## config.mk

```make
export PLATFORM = sky130hd
export DESIGN_NAME = io_arb_flat
export DESIGN_NICKNAME = d
export VERILOG_FILES = /design/src/rtl/io_arb_if.sv /design/src/rtl/io_arb.sv /design/src/flat_wrapper.sv
export SDC_FILE = /design/constraint.sdc
export NUM_CORES = 1
export LEC_CHECK = 0
export ABC_AREA = 1
export CAP_MARGIN = 0
export CORE_ASPECT_RATIO = 2
export CORE_UTILIZATION = 50
export CTS_CLUSTER_DIAMETER = 40
export CTS_CLUSTER_SIZE = 25
export DETAILED_ROUTE_END_ITERATION = 7
export PLACE_DENSITY = 0.81
export SLEW_MARGIN = 20
export SYNTH_ARGS = -nofsm -noshare
export SYNTH_HDL_FRONTEND = slang
export SYNTH_SLANG_ARGS = --single-unit
```

## constraint.sdc

```tcl
create_clock -name clk -period 2.98 [get_ports clk]
set_input_delay 0.596 -clock clk [delete_from_list [all_inputs] [get_ports clk]]
set_output_delay 0.596 -clock clk [all_outputs]
set_load 0.02 [all_outputs]
```

## src/rtl/io_arb_if.sv

```systemverilog
// Bundles the requester, response and downstream byte handshakes of io_arb.
// The master side is the environment (requesters plus downstream device); io_arb itself is the slave side.
interface io_arb_if;
  logic       r0_req_vld, r1_req_vld;
  logic       r0_req_is_in, r1_req_is_in;
  logic [7:0] r0_req_data, r1_req_data;
  logic       r0_req_rdy, r1_req_rdy;
  logic       r0_rsp_vld, r1_rsp_vld;
  logic [7:0] rsp_data;
  logic       rsp_err;
  logic       busy;
  logic [7:0] io_out_data;
  logic       io_out_vld, io_out_rdy;
  logic [7:0] io_in_data;
  logic       io_in_vld, io_in_rdy;

  modport master (
    output r0_req_vld, r1_req_vld, r0_req_is_in, r1_req_is_in, r0_req_data, r1_req_data,
    output io_out_rdy, io_in_data, io_in_vld,
    input  r0_req_rdy, r1_req_rdy, r0_rsp_vld, r1_rsp_vld, rsp_data, rsp_err, busy,
    input  io_out_data, io_out_vld, io_in_rdy
  );

  modport slave (
    input  r0_req_vld, r1_req_vld, r0_req_is_in, r1_req_is_in, r0_req_data, r1_req_data,
    input  io_out_rdy, io_in_data, io_in_vld,
    output r0_req_rdy, r1_req_rdy, r0_rsp_vld, r1_rsp_vld, rsp_data, rsp_err, busy,
    output io_out_data, io_out_vld, io_in_rdy
  );
endinterface

```

## src/rtl/io_arb.sv

```systemverilog
// Two-requester round-robin arbiter in front of one byte-wide IO port.
// One transaction is outstanding at a time, with an optional downstream handshake timeout.
module io_arb #(
  parameter int unsigned TIMEOUT = 1024
) (
  input  logic     clk,
  input  logic     rst,
  io_arb_if.slave  bus
);
  typedef enum logic [1:0] {IDLE, OUT_WAIT, IN_WAIT, RESP} state_t;

  localparam bit        TO_EN   = (TIMEOUT != 0);
  localparam logic [15:0] TO_LAST = TO_EN ? 16'(TIMEOUT - 1) : 16'd0;

  state_t      state;
  logic        last;   // 1: r1 was granted most recently
  logic        own;    // 1: r1 owns the outstanding transaction
  logic [15:0] cnt;

  logic       idle, gnt0, gnt1, sel_is_in, hs, to_hit;
  logic [7:0] sel_data;

  always_comb begin
    idle      = (state == IDLE);
    gnt0      = idle & bus.r0_req_vld & (~bus.r1_req_vld | last);
    gnt1      = idle & bus.r1_req_vld & (~bus.r0_req_vld | ~last);
    sel_is_in = gnt1 ? bus.r1_req_is_in : bus.r0_req_is_in;
    sel_data  = gnt1 ? bus.r1_req_data  : bus.r0_req_data;
    hs        = (state == OUT_WAIT) ? bus.io_out_rdy : bus.io_in_vld;
    to_hit    = TO_EN && (cnt == TO_LAST);
  end

  assign bus.r0_req_rdy = gnt0;
  assign bus.r1_req_rdy = gnt1;
  assign bus.busy       = ~idle;

  always_ff @(posedge clk or posedge rst) begin
    if (rst) begin
      state           <= IDLE;
      last            <= 1'b1;
      own             <= 1'b0;
      cnt             <= '0;
      bus.io_out_vld  <= 1'b0;
      bus.io_out_data <= '0;
      bus.io_in_rdy   <= 1'b0;
      bus.r0_rsp_vld  <= 1'b0;
      bus.r1_rsp_vld  <= 1'b0;
      bus.rsp_data    <= '0;
      bus.rsp_err     <= 1'b0;
    end else begin
      case (state)
        IDLE: begin
          if (gnt0 | gnt1) begin
            own  <= gnt1;
            last <= gnt1;
            cnt  <= '0;
            if (sel_is_in) begin
              bus.io_in_rdy <= 1'b1;
              state         <= IN_WAIT;
            end else begin
              bus.io_out_vld  <= 1'b1;
              bus.io_out_data <= sel_data;
              state           <= OUT_WAIT;
            end
          end
        end
        OUT_WAIT, IN_WAIT: begin
          // A handshake on the expiry edge still completes normally.
          if (hs | to_hit) begin
            bus.io_out_vld <= 1'b0;
            bus.io_in_rdy  <= 1'b0;
            bus.rsp_data   <= (hs && state == IN_WAIT) ? bus.io_in_data : 8'h00;
            bus.rsp_err    <= ~hs;
            bus.r0_rsp_vld <= ~own;
            bus.r1_rsp_vld <= own;
            state          <= RESP;
          end else begin
            cnt <= cnt + 16'd1;
          end
        end
        RESP: begin
          bus.r0_rsp_vld <= 1'b0;
          bus.r1_rsp_vld <= 1'b0;
          state          <= IDLE;
        end
        default: state <= IDLE;
      endcase
    end
  end
endmodule

```

## src/flat_wrapper.sv

```systemverilog
// flat-port wrapper written by rule: the top's interface ports become plain ports
module io_arb_flat 
#(
  parameter int unsigned TIMEOUT = 1024
)
  (clk, rst, bus_r0_req_vld, bus_r1_req_vld, bus_r0_req_is_in, bus_r1_req_is_in, bus_r0_req_data, bus_r1_req_data, bus_io_out_rdy, bus_io_in_data, bus_io_in_vld, bus_r0_req_rdy, bus_r1_req_rdy, bus_r0_rsp_vld, bus_r1_rsp_vld, bus_rsp_data, bus_rsp_err, bus_busy, bus_io_out_data, bus_io_out_vld, bus_io_in_rdy);
  io_arb_if bus_i ();
  input  logic clk;
  input  logic rst;
  input wire logic [$bits(bus_i.r0_req_vld)-1:0] bus_r0_req_vld;
  input wire logic [$bits(bus_i.r1_req_vld)-1:0] bus_r1_req_vld;
  input wire logic [$bits(bus_i.r0_req_is_in)-1:0] bus_r0_req_is_in;
  input wire logic [$bits(bus_i.r1_req_is_in)-1:0] bus_r1_req_is_in;
  input wire logic [$bits(bus_i.r0_req_data)-1:0] bus_r0_req_data;
  input wire logic [$bits(bus_i.r1_req_data)-1:0] bus_r1_req_data;
  input wire logic [$bits(bus_i.io_out_rdy)-1:0] bus_io_out_rdy;
  input wire logic [$bits(bus_i.io_in_data)-1:0] bus_io_in_data;
  input wire logic [$bits(bus_i.io_in_vld)-1:0] bus_io_in_vld;
  output wire logic [$bits(bus_i.r0_req_rdy)-1:0] bus_r0_req_rdy;
  output wire logic [$bits(bus_i.r1_req_rdy)-1:0] bus_r1_req_rdy;
  output wire logic [$bits(bus_i.r0_rsp_vld)-1:0] bus_r0_rsp_vld;
  output wire logic [$bits(bus_i.r1_rsp_vld)-1:0] bus_r1_rsp_vld;
  output wire logic [$bits(bus_i.rsp_data)-1:0] bus_rsp_data;
  output wire logic [$bits(bus_i.rsp_err)-1:0] bus_rsp_err;
  output wire logic [$bits(bus_i.busy)-1:0] bus_busy;
  output wire logic [$bits(bus_i.io_out_data)-1:0] bus_io_out_data;
  output wire logic [$bits(bus_i.io_out_vld)-1:0] bus_io_out_vld;
  output wire logic [$bits(bus_i.io_in_rdy)-1:0] bus_io_in_rdy;
  assign bus_i.r0_req_vld = bus_r0_req_vld;
  assign bus_i.r1_req_vld = bus_r1_req_vld;
  assign bus_i.r0_req_is_in = bus_r0_req_is_in;
  assign bus_i.r1_req_is_in = bus_r1_req_is_in;
  assign bus_i.r0_req_data = bus_r0_req_data;
  assign bus_i.r1_req_data = bus_r1_req_data;
  assign bus_i.io_out_rdy = bus_io_out_rdy;
  assign bus_i.io_in_data = bus_io_in_data;
  assign bus_i.io_in_vld = bus_io_in_vld;
  assign bus_r0_req_rdy = bus_i.r0_req_rdy;
  assign bus_r1_req_rdy = bus_i.r1_req_rdy;
  assign bus_r0_rsp_vld = bus_i.r0_rsp_vld;
  assign bus_r1_rsp_vld = bus_i.r1_rsp_vld;
  assign bus_rsp_data = bus_i.rsp_data;
  assign bus_rsp_err = bus_i.rsp_err;
  assign bus_busy = bus_i.busy;
  assign bus_io_out_data = bus_i.io_out_data;
  assign bus_io_out_vld = bus_i.io_out_vld;
  assign bus_io_in_rdy = bus_i.io_in_rdy;
  io_arb #(.TIMEOUT(TIMEOUT)) u_core (.clk(clk), .rst(rst), .bus(bus_i));
endmodule
```

==> qor.txt <==
Number of flops mapped to enable cells by yosys = 0
Clk_lat worst skew = 0.29 ns
Min-delay src = u_core.bus.r1_rsp_vld
CTS tree = done
Placed cells = 428
RePlAce Congestion = 0.884
Post-CTS Repair Setup Buffers = 0
Skew final = 0.00434 ns
Die span in x = 50.3 um
Clk sinks = 41
Min-delay worst type = reg -> reg
Pwr Density = 891 nW/um^2
CP arrival = 1.91 ns
Global route total overflow = 0
RSZ-0062 raised after global routing = false
Normalized max-slew margin = 61.9%
Placed wire-length estimate = 4.02 mm
# port buffers = 55
Post-CTS Hold Buffers = 0
Vias = 2230
First-pass GRT wire length = 8.98 mm
Setup TNS = 0 ns
Share of flip-flops with an asynchronous set or reset = 100%
Required time worst endpoint = 2.38 ns
Crit path largest cell delay = 0.60 ns
Std-Cell Rows = 34
Initial Utilization = 52.7%
Ports = 56
Cell mode on critical path = inv_1
Post-CTS Resized = 0
Cells along the critical path = inv_1 > ha_1 > nand3_1 > inv_1 > clkdlybuf4s50_1
Combinational power share = 52.6%
Lkg Pwr = 1.41 nW
Starting DRT DRC Count = 62
H-tree levels = 2
CTS clk-pin slew, worst paths = 0.08 ns
Antenna violations before repair = 0
Busiest grt layer = met2
Netlist cell types = 30
Core area = 4420 sq um
Status = finished clean
CTS Root Buffer Type = clkbuf_8
Synthesis-to-layout area growth = 30.5%
Global routing usage on met3 = 4.63%
Drt wl/cell = 12.1 um
Post-Syn Area = 2330 sq um
Met1 GRT Util = 24.8%
Die area = 4960 sq um
Mapped Nets = 361
Layout Cells excl Fill = 436
Dpl ws = 0.482 ns
Final nets = 419
Largest net degree at the start of global routing = 42
Instance area at placement = 2930 sq um
Max frequency = 399 MHz
Hold WS = 0.480 ns
Slowest cell on crit path = clkdlybuf4s50_1
Vias in the first global route = 2174
Max FO, Critical Path = 5
Tmin final = 2.50 ns
Most common flop cell mapped by yosys = dfrtp_1
Actual slew at the worst max-slew pin = 0.572 ns
Final instance area = 3040 sq um
All-Layer GR Usage = 23.6%
CP Capture Type = primary output
DR pass1 iterations = 4
Slew Viols, Final = 0
Seq/Total Area, Yosys = 44.0%
Ant diodes = 0
Tot Pwr = 2.71 mW
VDD IR max = 0.000871 V
Fraction of the cycle the final worst path needs = 84.0%
Via/cell ratio = 5.11
Max Cap Violations = 0
Final Hold Viols = 0
Synth warn = 0
Switching Share = 42.8%
Post-route DRC = 0
Proportion of layout cells with a drive suffix above 1 = 6.28%
Startpoint Class = register
Worst-case clock buffer depth = 2
Seq pwr share = 30.6%
Routed WL = 5.29 mm
Final Util = 68.8%
Reg-to-reg startpoint = u_core.state[0]
Psw = 1.16 mW
Crit Path Class = reg -> out
Clock share of power = 16.9%
TritonCTS Buffers = 5
Yosys reg bits = 41
Antenna viol nets, final = 0
DIE HEIGHT = 98.6 um
Crit. Startpoint = u_core.state[0]
Met2 usage = 43.7%
Final setup vio count = 0
Cell Int Power = 1.55 mW
Worst setup slack after layout = 0.476 ns
Avg Cell Area, Syn = 7.22 sq um
Syn Inst Count = 323
final cells by class:
cell class | instances | area (sq um)
inverters | 23 | 86.3
clock buffers | 7 | 86.3
multi-input cells | 252 | 1170
clock inverters | 1 | 30.0
well taps | 54 | 67.6
repair buffers | 58 | 573
fillers | 383 | 1380
flip-flops and latches | 41 | 1030
critical path: cells and delay by family, from the launching register on:
kind,cells,cell delay [ns]
buffers and inverters,3,0.82
and+or+nand+nor,1,0.14
DFF,1,0.42
adders and majority gates,1,0.24
final timing paths:
check                                             to  slack [ns]  cells after the start
hold / removal                 u_core.bus.r1_rsp_vld        0.48                      2
hold reg to reg                u_core.bus.r1_rsp_vld        0.48                      2
setup / recovery                      bus_r0_req_rdy        0.48                      5
max in group asynchronous                u_core.last        1.86                      3
min in group asynchronous             u_core.cnt[14]        0.75                      3
setup reg to reg           u_core.bus.io_out_data[2]        0.85                     10
per-layer routing:
| layer | up-vias | wire (um) | share of wire [%] |
|---|---|---|---|
| met5 | - | 0 | 0 |
| met4 | 0 | 108 | 2.0 |
| met3 | 10 | 179 | 3.4 |
| met2 | 56 | 2940 | 56 |
| met1 | 1035 | 2060 | 39 |
| li1 | 1129 | - | - |
power by group through the flow:
stage	combinational, mW	sequential (mW)	clock, mW
global placement	1.42	0.833	0
CTS	1.44	0.830	0.469
detailed placement	1.44	0.840	0
floorplan	0.792	0.984	0
finish	1.43	0.829	0.458
global route	1.58	0.848	0.493
cells by family (layout without fill, tap and decap cells):
family | Yosys count | in the layout | share of synthesized area (%)
AO/OA/AOI/OAI | 33 | 33 | 8.21
XOR/XNOR | 4 | 4 | 1.50
adder cells (fa/ha/maj) | 6 | 6 | 3.22
buffers and inverters | 30 | 89 | 5.63
flip-flops | 41 | 41 | 44.0
multiplexers | 1 | 1 | 0.590
AND/OR/NAND/NOR | 208 | 208 | 36.8
cell usage after synthesis (2+ instances only):
library cell	number	area share [%]
buf_2	3	0.64
buf_4	2	0.64
dfrtp_1	40	43
ha_1	6	3.2
inv_1	19	3.1
inv_2	3	0.48
nand2_1	123	20
nand2_4	3	1.4
nand3_1	21	4.5
nor2_1	51	8.2
nor3_1	4	0.86
o21a_1	8	2.6
o21ai_0	12	2.6
o21ai_1	10	2.1
xnor2_1	2	0.75
xor2_1	2	0.75
flip-flops by register name, summed over array words and instances (netlist names), 2 cells and up:
register,cells
u_core.cnt,16
u_core.state,2
u_core.bus.rsp_data,8
u_core.bus.io_out_data,8
cell usage in the layout, fill, tap and decap left out, types with 4 or more instances in the layout:
| cell type | n |
|---|---|
| nor3_1 | 4 |
| dfrtp_1 | 40 |
| o21ai_1 | 10 |
| o21a_1 | 8 |
| nand2_1 | 123 |
| o21ai_0 | 12 |
| clkdlybuf4s50_1 | 55 |
| nand3_1 | 21 |
| nor2_1 | 51 |
| ha_1 | 6 |
| inv_1 | 19 |
| clkbuf_8 | 6 |
Note: power is estimated with default switching activity, not from simulation.
==> edit (same settings) <==
The 4 states of `state_t` get a Gray code encoding in 2 bits.
--- a/src/rtl/io_arb.sv
+++ b/src/rtl/io_arb.sv
@@ -8,5 +8,5 @@
   io_arb_if.slave  bus
 );
-  typedef enum logic [1:0] {IDLE, OUT_WAIT, IN_WAIT, RESP} state_t;
+  typedef enum logic [1:0] {IDLE = 2'b00, OUT_WAIT = 2'b01, IN_WAIT = 2'b11, RESP = 2'b10} state_t;
 
   localparam bit        TO_EN   = (TIMEOUT != 0);
Behaviour: no difference found for any inputs over 10 cycles, from zero or initial values and one cycle with rst high; not proved beyond that.
==> edit against the original RTL <==
Routed wire length down 4.4%; sequential power increased by 2%; sequential cell count unchanged; power down 15%; fmax fell by 5.8%; synthesized area is 2.0% lower; setup slack worse by 0.15 ns; synthesized cell count is 9.9% lower; die area shrank 2.0%; critical path depth is 1 lower; via count down 6.6%; cell area fell by 3.0%; global-route usage rose by 0.075 points.
==> edit: results (changes against the original RTL) <==
post-synthesis mux area share 3.50% (was 0.590%); number of global-route vias before repair 2221 (was 2174); Fillers 359 (was 383); crit path max fanout 3 (was 5); first-pass GRT wire length 9100 um (was 8980 um); fin cells 402 (was 436); top post-synthesis cells by count nand2_1, dfrtp_1, inv_1 (was nand2_1, nor2_1, dfrtp_1); outcome finished clean (unchanged); Placer Congestion 0.859 (was 0.884); Setup WS pre-CTS 0.321 ns (was 0.482 ns); Yosys cell types 28 (was 30); Placed Cells 394 (was 428); Post-layout nets 380 (was 419); Total GRT Usage 23.7% (was 23.6%); vias 2083 (was 2230); Compound-Gate Fraction of Synth Area 7.50% (was 8.21%); Comb pwr share 46.1% (was 52.6%); H-tree depth 2 (unchanged); top post-synthesis cells by area dfrtp_1, nand2_1, inv_1 (was dfrtp_1, nand2_1, nor2_1); IR drop worst, VDD 551 uV (was 871 uV); worst skew pair latency 0.29 ns (about the same); wire per inst 12.6 um (was 12.1 um); Worst Path Arrival 2.06 ns (was 1.91 ns); CP peak stage delay 0.65 ns (was 0.60 ns); CTS resizes 0 (unchanged); power share of the clock group 17.2% (was 16.9%); Post-Syn Instances 291 (was 323); Int Power 1.36 mW (was 1.55 mW); WL met3 183 um (was 179 um); Syn Nets 324 (was 361); post-synthesis xor/xnor area fraction 3.07% (was 1.50%); Adder-Cell Fraction of Synth Area 0.548% (was 3.22%); WL met1 1870 um (was 2060 um); actual slew at the worst max-slew pin 0.537 ns (was 0.572 ns); Leak Pwr 1.46 nW (was 1.41 nW); Iter 0 DRT Violations 44 (was 62)
-- edit: worst paths after layout --
kind / slack [ns] / startpoint / depth (start not counted) / end
setup / recovery: 0.32 / bus_r0_req_vld / 4 / bus_r0_req_rdy
hold / removal: 0.45 / u_core.own / 1 / u_core.bus.r0_rsp_vld
setup reg to reg: 1.08 / u_core.cnt[1] / 8 / u_core.bus.rsp_data[5]
hold reg to reg: 0.45 / u_core.own / 1 / u_core.bus.r0_rsp_vld
max in group asynchronous: 1.86 / rst / 3 / u_core.last
min in group asynchronous: 0.73 / rst / 3 / u_core.cnt[5]
-- edit: worst register-to-register path: stages, from the launching register on --
cell	delay (ns)
dfrtp_1	0.41
ha_1	0.27
nand3_2	0.15
nor2_1	0.19
nand2_1	0.14
nand2_1	0.10
nand2_1	0.29
nand2_1	0.16
o21ai_0	0.10
-- edit: area by class of cell --
| cell class | count | area share (%) |
|---|---|---|
| Multi-Input combinational cell | 208 | 36.0 |
| Sequential cell | 41 | 34.8 |
| Timing Repair Buffer | 57 | 19.2 |
| Inverter | 34 | 4.32 |
| Clock buffer | 7 | 3.26 |
| Tap cell | 54 | 2.29 |
| Clock inverter | 1 | 0.169 |
-- edit: through the flow --
| stage | power, mW | instance area [um^2] | hold slack, ns |
|---|---|---|---|
| finish | 2.31 | 2950 | 0.452 |
| global route | 2.47 | 2950 | 0.481 |
| CTS | 2.33 | 2950 | 0.456 |
| detailed placement | 1.93 | 2850 | 0.451 |
| global placement | 1.91 | 2850 | 0.447 |
| floorplan | 1.55 | 2280 | 0.436 |
-- edit: per-layer routing --
layer  up-vias  track usage (%)
met2        65             42.6
met5         -                0
met3        27             4.38
met1       965             23.9
met4         0             14.7
li1       1026                -
